--- src/rtl/ifetch_wide.sv ---
// N-wide fetch: one aligned block per cycle, masked by start offset and first predicted-taken lane.
// Latency 0 (combinational Icache hit to packet); a stall parks the block in a one-entry hold buffer.
// Backpressure: stall never blocks the Icache; the Icache request is dropped while a block is held.
`ifndef XLEN
`define XLEN 32
`endif

package ifetch_pkg;
    typedef struct packed {
        logic [31:0]       inst;
        logic [`XLEN-1:0]  PC;
        logic [`XLEN-1:0]  NPC;
        logic              valid;
    } IF_ID_PACKET;
endpackage

module ifetch_wide
    import ifetch_pkg::*;
#(
    parameter  int FETCH_WIDTH = 4,
    localparam int BLOCK_BYTES = 4 * FETCH_WIDTH,
    localparam int OFS_BITS    = $clog2(FETCH_WIDTH)
) (
    input  logic                      clock,
    input  logic                      reset,
    input  logic                      stall,
    input  logic                      squash_from_retire_in,
    input  logic [`XLEN-1:0]          squashed_new_PC_in,
    input  logic                      Icache2proc_valid_in,
    input  logic [32*FETCH_WIDTH-1:0] Icache2proc_data_in,
    input  logic [FETCH_WIDTH-1:0]    bp_taken,
    input  logic [`XLEN-1:0]          bp_target [FETCH_WIDTH],
    output logic [`XLEN-1:0]          proc2Icache_addr_out,
    output logic                      proc2Icache_req_out,
    output IF_ID_PACKET               if_packet_out [FETCH_WIDTH]
);
    localparam int XW = `XLEN;

    typedef enum logic {S_FETCH, S_HOLD} state_t;

    state_t                    state, state_nxt;
    logic [XW-1:0]             pc_reg, pc_nxt;
    logic                      hold_load;

    logic [32*FETCH_WIDTH-1:0] hold_data;
    logic [FETCH_WIDTH-1:0]    hold_taken;
    logic [XW-1:0]             hold_target [FETCH_WIDTH];
    logic [OFS_BITS-1:0]       hold_ofs;
    logic [XW-1:0]             hold_base;

    logic [XW-1:0]             fetch_base;
    logic [OFS_BITS-1:0]       fetch_ofs;
    logic                      in_hold;
    logic                      src_vld;
    logic [32*FETCH_WIDTH-1:0] cur_data;
    logic [FETCH_WIDTH-1:0]    cur_taken;
    logic [XW-1:0]             cur_target [FETCH_WIDTH];
    logic [OFS_BITS-1:0]       cur_ofs;
    logic [XW-1:0]             cur_base;
    logic                      blocked;
    logic                      live;
    logic [XW-1:0]             next_pc;

    assign fetch_base           = pc_reg & ~XW'(BLOCK_BYTES - 1);
    assign fetch_ofs            = pc_reg[OFS_BITS+1:2];
    assign in_hold              = (state == S_HOLD);
    assign proc2Icache_addr_out = fetch_base;
    assign proc2Icache_req_out  = (state == S_FETCH);

    // Lane masking and per-lane packet build from either the live Icache block or the held one.
    always_comb begin
        src_vld   = in_hold ? 1'b1       : Icache2proc_valid_in;
        cur_data  = in_hold ? hold_data  : Icache2proc_data_in;
        cur_taken = in_hold ? hold_taken : bp_taken;
        cur_ofs   = in_hold ? hold_ofs   : fetch_ofs;
        cur_base  = in_hold ? hold_base  : fetch_base;
        blocked   = 1'b0;
        live      = 1'b0;
        next_pc   = fetch_base + XW'(BLOCK_BYTES);
        for (int i = 0; i < FETCH_WIDTH; i++) begin
            cur_target[i] = in_hold ? hold_target[i] : bp_target[i];
            live = src_vld && (i >= int'(cur_ofs)) && !blocked;
            if_packet_out[i].inst  = cur_data[32*i +: 32];
            if_packet_out[i].PC    = cur_base + XW'(4 * i);
            if_packet_out[i].NPC   = cur_taken[i] ? cur_target[i] : cur_base + XW'(4 * i + 4);
            if_packet_out[i].valid = live && !squash_from_retire_in && !reset;
            if (live && cur_taken[i]) begin
                blocked = 1'b1;
                next_pc = cur_target[i];
            end
        end
    end

    always_comb begin
        state_nxt = state;
        pc_nxt    = pc_reg;
        hold_load = 1'b0;
        if (squash_from_retire_in) begin
            state_nxt = S_FETCH;
            pc_nxt    = squashed_new_PC_in;
        end else begin
            case (state)
                S_FETCH: begin
                    if (Icache2proc_valid_in) begin
                        pc_nxt = next_pc;
                        if (stall) begin
                            hold_load = 1'b1;
                            state_nxt = S_HOLD;
                        end
                    end
                end
                S_HOLD: begin
                    if (!stall)
                        state_nxt = S_FETCH;
                end
                default: state_nxt = S_FETCH;
            endcase
        end
    end

    always_ff @(posedge clock) begin
        if (reset) begin
            state  <= S_FETCH;
            pc_reg <= '0;
        end else begin
            state  <= state_nxt;
            pc_reg <= pc_nxt;
        end
    end

    // Hold contents are only meaningful in S_HOLD, so they need no reset.
    always_ff @(posedge clock) begin
        if (hold_load) begin
            hold_data  <= Icache2proc_data_in;
            hold_taken <= bp_taken;
            hold_ofs   <= fetch_ofs;
            hold_base  <= fetch_base;
            for (int i = 0; i < FETCH_WIDTH; i++)
                hold_target[i] <= bp_target[i];
        end
    end
endmodule

--- config.mk ---
export PLATFORM = sky130hd
export DESIGN_NAME = ifetch_wide
export DESIGN_NICKNAME = d
export VERILOG_FILES = /design/src/rtl/ifetch_wide.sv
export SDC_FILE = /design/constraint.sdc
export NUM_CORES = 1
export LEC_CHECK = 0
export ABC_AREA = 1
export CAP_MARGIN = 20
export CORE_AREA = 5 5 276 278
export DETAILED_ROUTE_END_ITERATION = 16
export DIE_AREA = 0 0 281 283
export SYNTH_ARGS = -nofsm -noshare
export SYNTH_HDL_FRONTEND = slang
export SYNTH_SLANG_ARGS = --single-unit
export TNS_END_PERCENT = 30
--- constraint.sdc ---
create_clock -name clock -period 32 [get_ports clock]
set_input_delay 8 -clock clock [delete_from_list [all_inputs] [get_ports clock]]
set_output_delay 8 -clock clock [all_outputs]
set_load 0.05 [all_outputs]
# Word-level counts from Yosys, hierarchy flattened

Memories as Yosys holds them, arrays and structs flattened.
Cells that the tools add are included.

Bits in writable memories: 128
Latch bits: 0
Logic and storage cells: 73
Memory bits (read-only): 0
Bits of input ports: 297
Output and inout port bits: 421
Register bits after elaboration: 195
Memories: 1

Memories:

| memory      | words | bits a word | rd ports | clocked after memory_dff | write ports | line | RTL |
|---|---|---|---|---|---|---|---|
| hold_target | 4     | 32          | 4        | 0                        | 4           | 47   | `logic [XW-1:0] hold_target [FETCH_WIDTH];` |

Muxes and demuxes: 30
Multipliers: 0
$lt $le $gt $ge: 3
Add/subtract/negate cells: 5
Shifts and indexed selects: 0
Bitwise logic cells: 1
Reductions and logical operators: 26
Divide/modulo/power cells: 0
Eq/ne operators: 1

Operators by type and width:

| operator                | number |
|---|---|
| $mux W32                | 16 |
| $mux W128               | 1 |
| $add A32 B4 Y32 const B | 2 |
| $add A32 B5 Y32 const B | 2 |
| $add A32 B3 Y32 const B | 1 |
| $logic_and A1 B1 Y1     | 18 |
| $mux W1                 | 10 |
| $logic_not A1 Y1        | 5 |
| $ge A1 B2 Y1 const A    | 2 |
| $mux W4                 | 1 |
| $ge A2 B2 Y1 const A    | 1 |
| $mux W2                 | 1 |
| $ne A2 B2 Y1 const B    | 1 |
| $pmux W1 S2             | 1 |
| $reduce_and A2 Y1       | 1 |
| $reduce_bool A2 Y1      | 1 |
| $reduce_or A2 Y1        | 1 |
| $not A1 Y1              | 1 |

# Longest topological paths before layout

Gate-level depths: netlist of the first run.

Depth in word-level cells: 20
Mapped depth: 19
Mapped depth without buffers: 16

# Worst setup path before layout of the first run

Ideal clock, no wire load.

Path type: in2reg
From: input squash_from_retire_in
To: register hold_base[10] (enable)
Path slack: 2805 ps
Required time: 30699 ps
Stages on the path: 1
Arrival: 27894 ps
Setup time: 1301 ps
Cells stage by stage: nor3_1

Longest elaborated chain between the ends: 1

RTL lines:

| item                 | line | RTL |
|---|---|---|
| from (decl)          | 27   | `input logic squash_from_retire_in,` |
| $mux W1              | 98   | `if (squash_from_retire_in) begin` |
| to (signal assigned) | 137  | `hold_base <= fetch_base;` |
| to (decl)            | 49   | `logic [XW-1:0] hold_base;` |

Every way passes these cells.
A chain may end at the register's enable or synchronous reset.

==> run_results.csv, run 1 <==
group,metric,value,unit
die,core_area,73700,um^2
sta,setup_viol,0,
cts,htreeDepth,2,
logic_synthesis,syn-instance-count,2363,
route,final_antenna_net_count,0,
flow_run,drv_cap,0,
sta,holdWs,0.4645,ns
place,dpl.hpwl,75750,um
cts,clockBufferDepth,3,
route,wl,98100,um
route,drcViolationCount,0,
worst_setup_path,path_class,"in -> out",
route,dr.pass1.iters,5,
logic_synthesis,yosysTopAreaCell,"edfxtp_1",
logic_synthesis,seq_area_frac_synth,49.25,%
sta,grt_setup_unrepaired,"false",
logic_synthesis,synth-async-reset-ratio,0,%
layout,final_core_util,36.92,%
layout,area_growth,43.64,%
die,die_x,281,um
sta,slew_violations,0,
layout,drive_above_1_share,5.913,%
grt,grt_use_total,23.38,%
pwr,ir_drop,0.03163,mV
worst_setup_path,max_stage_delay,0.85,ns
min_path,hold_class,"reg -> reg",
sta,fin_skew,0.01518,ns
worst_setup_path,crit_buf_inv,5,
grt,grt_overflow,0,
sta,slew_headroom,30.15,%
sta,fin_setup_tns,0,ns
sta,period_needed,19.52,ns
worst_setup_path,path_cells,"clkdlybuf4s50_1 > nand2_1 > nand2_2 > buf_4 > a21oi_2 > nand2_1 > buf_4 > inv_2 > nor3_1 > nand2_1 > nor2_1 > clkdlybuf4s50_1",
logic_synthesis,synth_edf_count,290,
worst_setup_path,end_kind,"output pin",
route,drt-initial-drc-count,1672,
logic_synthesis,dominantRegCellSynth,"edfxtp_1",
sta,worst_slew_pin_slew,1.048,ns
pwr,p_per_area,53.14,nW/um^2
place,portBuffers,695,
pwr,p_leak,10.67,nW
die,initial_core_util,25.70,%
cts,cts_root_buf,"clkbuf_16",
logic_synthesis,ys_ff_latch,321,
die,num_io_pins,718,
logic_synthesis,ys_types,48,
cts,cts_hold_buf,0,
logic_synthesis,synthTopCellsByArea,"edfxtp_1, nand2_1, buf_4",
cts,insertion_delay,0.57,ns
cts,clk_pin_slew_worst_paths,0.06,ns
cts,numCtsBuffers,42,
worst_setup_path,critPathTopFamily,"buffers and inverters",
worst_setup_path,cp_max_fo,42,
grt,grt_max_degree,144,
place,gp_congestion,0.9175,
grt,antenna_found_initial,55,
die,die_area,79520,um^2
route,via_count,18200,
worst_setup_path,start_kind,"primary input",
pwr,power.total,1.446,mW
status,status,"completed",
layout,final_nets,3193,
sta,finalHoldViolCount,0,
logic_synthesis,yosysTopAreaCellShare,45.98,%
logic_synthesis,syn_area_per_cell,8.016,um^2
die,rows,100,
worst_setup_path,cp.required,24.00,ns
grt,grt_pass1_wl,133400,um
sta,period_share,61.01,%
grt,grt_pass1_vias,17210,
logic_synthesis,yosysWarnings,0,
sta,max_freq,51.22,MHz
logic_synthesis,synth_area,18940,um^2
cts,cts_tree,"yes",
layout,n_fill_cell,7672,
worst_setup_path,critPathArrivalTime,11.52,ns
worst_setup_path,crit_slowest_cell,"clkdlybuf4s50_1",
die,dieHeight,283,um
worst_setup_path,crit_top_cell,"nand2_1",
cts,clkSinkCount,321,
cts,postCtsSetupBuffers,0,
cts,post_cts_resized,0,
route,viasPerCell,4.636,
route,routedWlPerCell,24.99,um
==> through the flow <==
stage                     cell area, um^2  setup slack (ns)  instances
after global placement              25780             12.55       3818
after floorplan                     19010             2.805       2381
final                               27210             12.48       3926
after global routing                27180             12.32       3914
after detailed placement            25780             12.52       3818
after CTS                           27100             12.51       3894
==> synth_stat cells, types with 3 or more instances <==
cell type / instances
a21oi_1: 41
a31oi_1: 13
buf_1: 5
buf_2: 42
buf_4: 144
buf_6: 8
clkbuf_1: 52
dfxtp_1: 31
edfxtp_1: 290
inv_1: 97
inv_2: 11
mux2i_1: 47
nand2_1: 1086
nand2_2: 15
nand3_1: 100
nand3_2: 3
nand4_1: 13
nor2_1: 129
nor2_2: 4
nor2_4: 7
nor3_1: 9
nor4_1: 4
o211ai_1: 11
o21ai_0: 113
o21ai_1: 14
o21ai_2: 11
o21ai_4: 6
or2_2: 15
xnor2_1: 5
xor2_1: 14
==> path summary, 6_finish.rpt <==
check | startpoint | to | slack [ns] | cells past startpoint
setup / recovery | bp_taken[0] | if_packet_out[0] | 12.48 | 12
hold / removal | pc_reg[3]$_SDFFE_PP0P_ | hold_ofs[1]$_DFFE_PP_ | 0.46 | 0
setup reg to reg | in_hold$_SDFF_PP0_ | pc_reg[20]$_SDFFE_PP0P_ | 26.92 | 15
hold reg to reg | pc_reg[3]$_SDFFE_PP0P_ | hold_ofs[1]$_DFFE_PP_ | 0.46 | 0
==> placed cells by master, fill, tap and decap left out, types with 4 or more instances in the layout <==
| master | Yosys | layout |
|---|---|---|
| clkbuf_1 | 52 | 8 |
| xnor2_1 | 5 | 5 |
| nor2_4 | 7 | 8 |
| nor2_1 | 129 | 128 |
| clkbuf_16 | 0 | 42 |
| nand2_2 | 15 | 15 |
| or2_2 | 15 | 15 |
| o211ai_1 | 11 | 11 |
| nand2_1 | 1086 | 1086 |
| nor2_2 | 4 | 4 |
| o21ai_0 | 113 | 113 |
| buf_4 | 144 | 25 |
| nand4_1 | 13 | 13 |
| nor4_1 | 4 | 4 |
| inv_2 | 11 | 12 |
| o21ai_1 | 14 | 13 |
| a21oi_1 | 41 | 41 |
| o21ai_4 | 6 | 7 |
| clkinv_1 | 0 | 8 |
| nand3_1 | 100 | 100 |
| xor2_1 | 14 | 14 |
| mux2i_1 | 47 | 47 |
| diode_2 | 0 | 31 |
| clkdlybuf4s50_1 | 0 | 695 |
| nor3_1 | 9 | 8 |
| a31oi_1 | 13 | 13 |
| o21ai_2 | 11 | 11 |
| inv_1 | 97 | 96 |
| dfxtp_1 | 31 | 30 |
| edfxtp_1 | 290 | 290 |
| clkinv_2 | 1 | 10 |
| conb_1 | 2 | 20 |
==> cells by family (layout without fill, tap and decap cells) <==
kind of cell | count (synthesis) | in the layout | share of synthesized area (%)
buffers and inverters | 363 | 908 | 10.83
XOR/XNOR | 19 | 19 | 0.8786
AO/OA/AOI/OAI | 213 | 213 | 6.533
AND/OR/NAND/NOR | 1396 | 1396 | 29.85
flip-flops | 321 | 321 | 49.25
adder cells (fa/ha/maj) | 2 | 2 | 0.1321
other | 2 | 51 | 0.03965
multiplexers | 47 | 47 | 2.484
==> power by group <==
group | internal [mW] | switching [mW] | leakage [nW]
Clock | 0.272 | 0.196 | 0.650
Sequential | 0.474 | 0.0120 | 2.93
Combinational | 0.148 | 0.343 | 7.09
==> per-layer routing <==
metal / vias up / track usage, % / wire, um
li1: 8660 / - / -
met1: 8464 / 27.98 / 37990
met2: 890 / 37.83 / 46050
met3: 165 / 8.563 / 10150
met4: 20 / 10.04 / 3784
met5: - / 0 / 123
==> final cells by class <==
class | count | area (um^2) | area share (%)
repair buffers | 722 | 7192 | 26.43
multi-input cells | 1697 | 7651 | 28.12
flip-flops and latches | 321 | 9333 | 34.30
inverters | 110 | 421.7 | 1.550
diodes | 31 | 77.57 | 0.2851
clock inverters | 23 | 197.7 | 0.7266
clock buffers | 53 | 1122 | 4.125
well taps | 969 | 1212 | 4.456
(Power assumes the default switching activity.)
==> run 2: changes to the inputs <==
==> constraint.sdc (replaced) <==
create_clock -name clock -period 16.02 [get_ports clock]
set_input_delay 4.005 -clock clock [delete_from_list [all_inputs] [get_ports clock]]
set_output_delay 4.005 -clock clock [all_outputs]
set_load 0.05 [all_outputs]
==> run 2 against run 1 <==
  * Combinational power grew 100%
  * Final area grew 0.57%
  * Clock skew grew 0.0059 ns
  * Worst setup slack lost 7.9 ns
  * First-iteration DRC count shrank 8.4%
  * Die area is the same
  * Global-route usage grew 0.083 points
  * Final cell count is essentially flat
  * Largest power group is now the clock network
==> run_results.csv, run 2 (synthesized netlist as in run 1, its figures left out) <==
group,metric,value,unit
status,status,"completed",
die,rows,100,
route,drcViolationCount,0,
sta,grt_setup_unrepaired,"false",
grt,top_usage_layer,"met2",
layout,drive_above_1_share,6.342,%
layout,final_nets,3197,
layout,multi_input_area,7655,um^2
pwr,pwr-share-clk,34.2,%
flow_run,drv_cap,0,
place,dpl.hpwl,75750,um
layout,seq_area,9333,um^2
route,dr.pass1.iters,5,
layout,final_core_util,37.13,%
pwr,ir_drop,0.06844,mV
layout,fin_cells,3927,
cts,clk_pin_slew_worst_paths,0.06,ns
sta,finalHoldViolCount,0,
layout,layout_common_cells,"nand2_1, clkdlybuf4s50_1, edfxtp_1",
cts,clkSinkCount,321,
cts,numCtsBuffers,43,
pwr,p_int,1.852,mW
route,routedWlPerCell,25.07,um
die,dieHeight,283,um
route,viasPerCell,4.627,
worst_setup_path,cp.required,12.02,ns
layout,area_growth,44.46,%
route,drt-initial-drc-count,1531,
cts,insertion_delay,0.59,ns
sta,setup_viol,0,
layout,layout_commonest_cell,"nand2_1",
sta,max_freq,87.11,MHz
worst_setup_path,crit_slowest_cell,"clkdlybuf4s50_1",
place,preCtsSetupSlack,4.578,ns
cts,cts_hold_buf,0,
cts,clockBufferDepth,3,
pwr,swShare,37.63,%
worst_setup_path,critPathTopFamily,"buffers and inverters",
pwr,p_leak,10.76,nW
sta,slew_headroom,22.60,%
worst_setup_path,start_kind,"primary input",
worst_setup_path,end_kind,"output pin",
worst_setup_path,cp_max_fo,42,
die,core_area,73700,um^2
route,final_antenna_net_count,0,
route,via_count,18170,
worst_setup_path,path_class,"in -> out",
sta,fin_skew,0.02108,ns
grt,grt_overflow,0,
grt,grt_max_degree,146,
grt,grt_pass1_vias,17360,
grt,grt_pass1_wl,134000,um
min_path,hold_class,"reg -> reg",
sta,setup_slack,4.540,ns
worst_setup_path,critPathArrivalTime,7.47,ns
sta,worst_slew_pin_slew,1.161,ns
route,wl,98460,um
sta,fin_setup_tns,0,ns
worst_setup_path,path_cells,"clkdlybuf4s50_1 > nand2_1 > nand2_2 > buf_4 > a21oi_2 > nand2_1 > buf_4 > inv_2 > nor3_1 > nand2_1 > nor2_1 > clkdlybuf4s50_1",
layout,n_fill_cell,7679,
pwr,power.total,2.969,mW
die,die_area,79520,um^2
place,gp_congestion,0.9128,
worst_setup_path,crit_buf_inv,5,
sta,period_share,71.66,%
place,portBuffers,695,
grt,grt_util_met2,39.33,%
die,num_io_pins,718,
die,die_x,281,um
cts,post_cts_resized,0,
pwr,p_per_area,108.5,nW/um^2
sta,period_needed,11.48,ns
sta,slew_violations,0,
pwr,p_seq_share,32.7,%
cts,cts_root_buf,"clkbuf_16",
pwr,power_frac_comb,33.1,%
grt,grtUsageMet1,27.68,%
cts,postCtsSetupBuffers,0,
sta,holdWs,0.4699,ns
layout,finalInstanceArea,27360,um^2
grt,grt_use_met3,8.901,%
pwr,p_switching,1.117,mW
die,initial_core_util,25.70,%
grt,grt_use_total,23.46,%
worst_setup_path,max_stage_delay,0.82,ns
worst_setup_path,crit_top_cell,"nand2_1",
cts,cts_tree,"yes",
place,dp_cells,3822,
grt,antenna_found_initial,58,
place,placed_area,25840,um^2
cts,htreeDepth,2,
## run 2: cell types whose count changed in the layout (fill, tap and decap cells not counted), sizes merged
cell and delta:
buf +3, bufinv +2, clkbuf +2, clkinv -5
clkinvlp +1, diode -6, inv +4
## run 2: final timing paths
kind                     startpoint                           to  slack (ns)  cells past startpoint
max reg2reg      in_hold$_SDFF_PP0_  hold_target[3][1]$_DFFE_PP_       10.40                      7
min reg2reg  pc_reg[3]$_SDFFE_PP0P_        hold_ofs[1]$_DFFE_PP_        0.47                      0
max                     bp_taken[0]             if_packet_out[0]        4.54                     12
min          pc_reg[3]$_SDFFE_PP0P_        hold_ofs[1]$_DFFE_PP_        0.47                      0
## run 2: final cells by class
class	instances	share of cell area [%]
sequential	321	34.11
tap	969	4.431
antenna	25	0.2286
timing repair buffer	725	26.37
multi-input combinational	1697	27.98
clock buffer	55	4.326
clock inverter	25	1.020
inverter	110	1.541
## run 2: power by group through the flow
stage	Sequential [mW]	Combinational [mW]	Clock, mW
2_1_floorplan	0.984	0.616	0
3_3_place_gp	0.988	0.982	0
3_5_place_dp	0.989	0.986	0
4_1_cts	0.971	0.989	1.04
5_1_grt	0.974	1.03	1.07
6_report	0.971	0.983	1.01
## run 2: layer usage
| metal | wire length (um) | part of all wire, % |
|---|---|---|
| met5 | 234 | 0.24 |
| met2 | 46710 | 47 |
| met4 | 3289 | 3.3 |
| met3 | 10730 | 11 |
| met1 | 37480 | 38 |
